## src/rtl/multi_tick_gen.sv

```systemverilog
// Multi-channel programmable tick generator: per-channel divisor, periodic/one-shot
// mode, start/stop control, one-cycle tick and 50%-duty toggle outputs.
`timescale 1ns/1ps
module multi_tick_gen #(
   parameter  int NUM_CH      = 4,
   parameter  int CNT_W       = 26,
   parameter  int DEFAULT_DIV = 50000000,
   parameter  int AUTO_START  = 1,
   localparam int CH_W        = (NUM_CH > 1) ? $clog2(NUM_CH) : 1
) (
   input  logic              clk,
   input  logic              resetN,
   input  logic              freeze,
   input  logic [NUM_CH-1:0] start,
   input  logic [NUM_CH-1:0] stop,
   input  logic              cfg_we,
   input  logic [CH_W-1:0]   cfg_ch,
   input  logic [CNT_W-1:0]  cfg_div,
   input  logic              cfg_oneshot,
   output logic [NUM_CH-1:0] tick,
   output logic [NUM_CH-1:0] duty50,
   output logic [NUM_CH-1:0] running
);

   typedef enum logic {IDLE = 1'b0, RUN = 1'b1} state_e;

   localparam logic [CNT_W-1:0] CNT_ONE = CNT_W'(1);
   localparam logic [CNT_W-1:0] DIV_RST = CNT_W'(DEFAULT_DIV);

   state_e            state_q [NUM_CH];
   state_e            state_d [NUM_CH];
   logic [CNT_W-1:0]  cnt_q   [NUM_CH];
   logic [CNT_W-1:0]  cnt_d   [NUM_CH];
   logic [CNT_W-1:0]  div_q   [NUM_CH];
   logic [CNT_W-1:0]  div_d   [NUM_CH];
   logic [NUM_CH-1:0] os_q, os_d;
   logic [NUM_CH-1:0] tick_q, tick_d;
   logic [NUM_CH-1:0] duty_q, duty_d;
   logic [NUM_CH-1:0] cfg_hit;

   always_ff @(posedge clk) begin
      if (!resetN) begin
         for (int unsigned i = 0; i < NUM_CH; i++) begin
            state_q[i] <= (AUTO_START != 0) ? RUN : IDLE;
            cnt_q[i]   <= '0;
            div_q[i]   <= DIV_RST;
         end
         os_q   <= '0;
         tick_q <= '0;
         duty_q <= '0;
      end else begin
         for (int unsigned i = 0; i < NUM_CH; i++) begin
            state_q[i] <= state_d[i];
            cnt_q[i]   <= cnt_d[i];
            div_q[i]   <= div_d[i];
         end
         os_q   <= os_d;
         tick_q <= tick_d;
         duty_q <= duty_d;
      end
   end

   // Priority per channel: stop > cfg > start > count; freeze only blocks counting.
   always_comb begin
      os_d    = os_q;
      tick_d  = '0;
      duty_d  = duty_q;
      cfg_hit = '0;
      for (int unsigned i = 0; i < NUM_CH; i++) begin
         state_d[i] = state_q[i];
         cnt_d[i]   = cnt_q[i];
         div_d[i]   = div_q[i];
         cfg_hit[i] = cfg_we && (cfg_ch == i[CH_W-1:0]);
         if (cfg_hit[i]) begin
            div_d[i] = cfg_div;
            os_d[i]  = cfg_oneshot;
         end
         if (stop[i]) begin
            state_d[i] = IDLE;
            cnt_d[i]   = '0;
            duty_d[i]  = 1'b0;
         end else if (cfg_hit[i] || start[i]) begin
            // A zero divisor parks the channel; otherwise restart on the divisor now in force.
            if (div_d[i] == '0) begin
               state_d[i] = IDLE;
               cnt_d[i]   = '0;
            end else if (start[i] || (state_q[i] == RUN)) begin
               state_d[i] = RUN;
               cnt_d[i]   = '0;
            end
         end else if ((state_q[i] == RUN) && !freeze) begin
            if (div_q[i] == '0) begin
               state_d[i] = IDLE;
               cnt_d[i]   = '0;
            end else if (cnt_q[i] == (div_q[i] - CNT_ONE)) begin
               cnt_d[i]  = '0;
               tick_d[i] = 1'b1;
               duty_d[i] = ~duty_q[i];
               if (os_q[i]) begin
                  state_d[i] = IDLE;
               end
            end else begin
               cnt_d[i] = cnt_q[i] + CNT_ONE;
            end
         end
      end
   end

   always_comb begin
      running = '0;
      for (int unsigned i = 0; i < NUM_CH; i++) begin
         running[i] = (state_q[i] == RUN);
      end
   end

   assign tick   = tick_q;
   assign duty50 = duty_q;

endmodule

```

## config.mk

```make
export PLATFORM = sky130hd
export DESIGN_NAME = multi_tick_gen
export DESIGN_NICKNAME = d
export VERILOG_FILES = /design/src/rtl/multi_tick_gen.sv
export SDC_FILE = /design/constraint.sdc
export NUM_CORES = 1
export LEC_CHECK = 0
export BUFFER_PORTS_ARGS = -buffer_cell sky130_fd_sc_hd__buf_2
export CORE_MARGIN = 3
export CORE_UTILIZATION = 68
export DETAILED_ROUTE_END_ITERATION = 10
export GPL_TIMING_DRIVEN = 0
export PLACE_DENSITY = 0.95
export SLEW_MARGIN = 0
export SYNTH_ARGS = -nofsm -noshare
export SYNTH_HDL_FRONTEND = slang
export SYNTH_SLANG_ARGS = --single-unit
```

## constraint.sdc

```tcl
create_clock -name clk -period 7.4 [get_ports clk]
set_input_delay 1.85 -clock clk [delete_from_list [all_inputs] [get_ports clk]]
set_output_delay 1.85 -clock clk [all_outputs]
set_load 0.005 [all_outputs]
```

==> results_dict.tcl <==
set metrics [dict create \
    cts-resized-gates 0 \
    seq_area_frac_synth_pct 33.2 \
    vias_per_cell 6.52 \
    drt-total-wl_mm 39.7 \
    synth.avg_cell_area_um2 7.74 \
    synth_flop_cell "dfxtp_1" \
    fin_crit_ns 4.39 \
    postSynthNetCount 1795 \
    final_cell_mix "nand2_1, dfxtp_1, nor2_1, xor2_1, nand3_1" \
    syn_area_um2 13500 \
    synth_edf_count 0 \
    overflow 0 \
    route.detailed.drc 0 \
    status "finished clean" \
    route.vias.total 13703 \
    clockBufferDepth 3 \
    worst_pin_slew_ns 1.07 \
    synth_top_cell_by_area "dfxtp_1" \
    drtIter0Drc 1692 \
    grt_use_total_pct 35.5 \
    synth-simple-area-share_pct 34.7 \
    path_clk_slew_ns 0.06 \
    synth_compound_area_share_pct 12.6 \
    synth_mux_area_share_pct 1.05 \
    fill_cells 1357 \
    start_kind "input pin" \
    area_growth_pct 11.2 \
    ys_warn_count 0 \
    clock_tree.root_cell "clkbuf_16" \
    cp.required_ns 7.81 \
    cp_max_fo 10 \
    finalCritPeriodShare_pct 59.3 \
    portBuffers 51 \
    hold_buffers 0 \
    synth-seq-cells 224 \
    postPlaceCellArea_um2 14100 \
    finalSetupTns_ns 0 \
    clk_latency_ns 0.53 \
    fmax_mhz 228 \
    start_util_pct 70.6 \
    die_y_um 147 \
    rsz0062_at_grt "no" \
    fin_skew_ns 0.0163 \
    cts.sinks 224 \
    routedWlPerCell_um 18.9 \
    relSlewSlack_pct 28.6 \
    die-area_um2 21600 \
    num-nets-final 1872 \
    mostFrequentLayoutCell "nand2_1" \
    hp-class "flop to flop" \
    postRouteAntennaNets 0 \
    grt_max_degree 15 \
    worstSetupEndpointType "flop" \
    finalHoldViolCount 0 \
    crit_type "input pin to flop" \
    fin_area_um2 15000 \
    rows 50 \
    synth_area_leaders "dfxtp_1, nand2_1, xor2_1, xnor2_1, nor2_1" \
    grt_pass1_vias 13191 \
    post-dp-hpwl_mm 28.4 \
    drive_above_1_share_pct 9.23 \
    synth_adder_area_share_pct 0.740 \
    p_per_area_nw_per_um2 199 \
    leakage_nw 5.62 \
    n_antenna_cell 0 \
    core_area_um2 19100 \
    final_max_slew_viol_count 0 \
    peakVddDrop_v 0.000222 \
    yosysTopAreaCellShare_pct 33.2 \
    cts_tree "yes" \
    drv_cap 0 \
    synth_cells 1746 \
    final_cells 2101 \
    place.gp.congestion 0.939 \
    htreeDepth 1 \
    synth_top_family_by_area "simple AND/OR/NAND/NOR gates" \
    cts_made_buffers 24 \
    synth-xor-area-share_pct 13.9 \
    placed_cells 2057 \
    io-pin-count 53 \
    worst_ep_arrival_time_ns 4.80 \
    antenna_found_initial 0 \
    post_cts_buffers 0 \
    yosysUniqueCellTypes 94 \
    grt_pass1_wl_mm 64.4 \
    dr.pass1.iters 8 \
    final-setup-viol-count 0 \
    fp.dieW_um 147 \
    synthArstFlopShare_pct 0 \
]
==> through the flow <==
step	utilization [%]	power [mW]	worst slack, ns	hold WS [ns]
after global placement	73.7	1.59	2.75	0.457
final	78.5	3.00	3.01	0.496
after global routing	78.5	3.08	2.84	0.518
after detailed placement	73.7	1.60	2.67	0.485
after CTS	78.5	2.98	3.21	0.495
after floorplan	-	1.50	3.46	0.444
==> power breakdown <==
group	switching, mW	internal, mW	leakage (nW)	total, mW
combinational	0.206	0.117	3.34	0.323
clock	0.522	0.883	0.464	1.40
sequential	0.0369	1.23	1.82	1.27
total	0.764	2.23	5.62	3.00
==> per-layer routing <==
layer | GRT usage [%] | wire (um) | vias to the layer above | share of wire (%)
li1 | - | - | 6269 | -
met1 | 45.0 | 15400 | 6444 | 39
met2 | 58.9 | 18300 | 787 | 46
met3 | 7.43 | 4100 | 203 | 10
met4 | 14.8 | 1920 | 0 | 4.8
met5 | 0 | 0 | - | 0
==> sequential cells by signal (all words and copies together), names as in the netlist <==
name,cells
tick,4
state_q,4
duty50,4
div_q,104
cnt_q,104
os_q,4
==> cell type report <==
class                      instances  area [um2]  share of cell area, %
buffer                            96         438                   2.91
clock buffer                      31         708                   4.71
clock inverter                    13         219                   1.46
inverter                          22        82.6                  0.550
multi-input combinational       1404        8510                   56.7
sequential                       224        4480                   29.8
tap                              260         325                   2.16
timing repair buffer              51         255                   1.70
==> path summary, 6_finish.rpt <==
path / start / endpoint / slack, ns / cells past startpoint
setup / recovery: cfg_div[5] / cnt_q[2][25] / 3.01 / 11
hold / removal: duty50[2] / duty50[2] / 0.50 / 2
setup reg to reg: div_q[0][0] / cnt_q[0][5] / 3.56 / 15
hold reg to reg: duty50[2] / duty50[2] / 0.50 / 2
==> logic make-up (layout without fill, tap and decap cells) <==
group,Yosys count,after routing
fa+ha+maj,8,8
xor+xnor,215,215
flops,224,224
buf+inv,118,213
mux,14,14
compound gates,234,234
simple gates,933,933
==> worst max-delay path, cell delays in order <==
cell	delay (ns)
buf_2	0.19
nor4_1	0.35
nand3_1	0.31
nor2_1	0.64
a21o_1	0.21
a21o_1	0.23
and3_1	0.20
clkbuf_1	0.39
nand3_1	0.18
xor2_1	0.18
nor2_1	0.06
==> Yosys cell counts (8+ instances only) <==
library cell	count
a211oi_1	8
a21boi_0	61
a21oi_1	35
a31oi_1	11
and2_1	16
and3_1	34
and4_1	13
buf_2	9
buf_4	9
clkbuf_1	68
dfxtp_1	224
ha_1	8
inv_1	22
mux2i_1	13
nand2_1	325
nand2b_1	17
nand3_1	112
nand3b_1	8
nand4_1	42
nor2_1	160
nor2_2	8
nor2b_1	10
nor3_1	55
nor3b_1	8
nor4_1	38
nor4b_1	10
o211ai_1	9
o21ai_0	24
o31ai_1	9
or3_1	18
or4_1	15
xnor2_1	86
xor2_1	129
No activity file was read; power rests on OpenSTA's default activity.
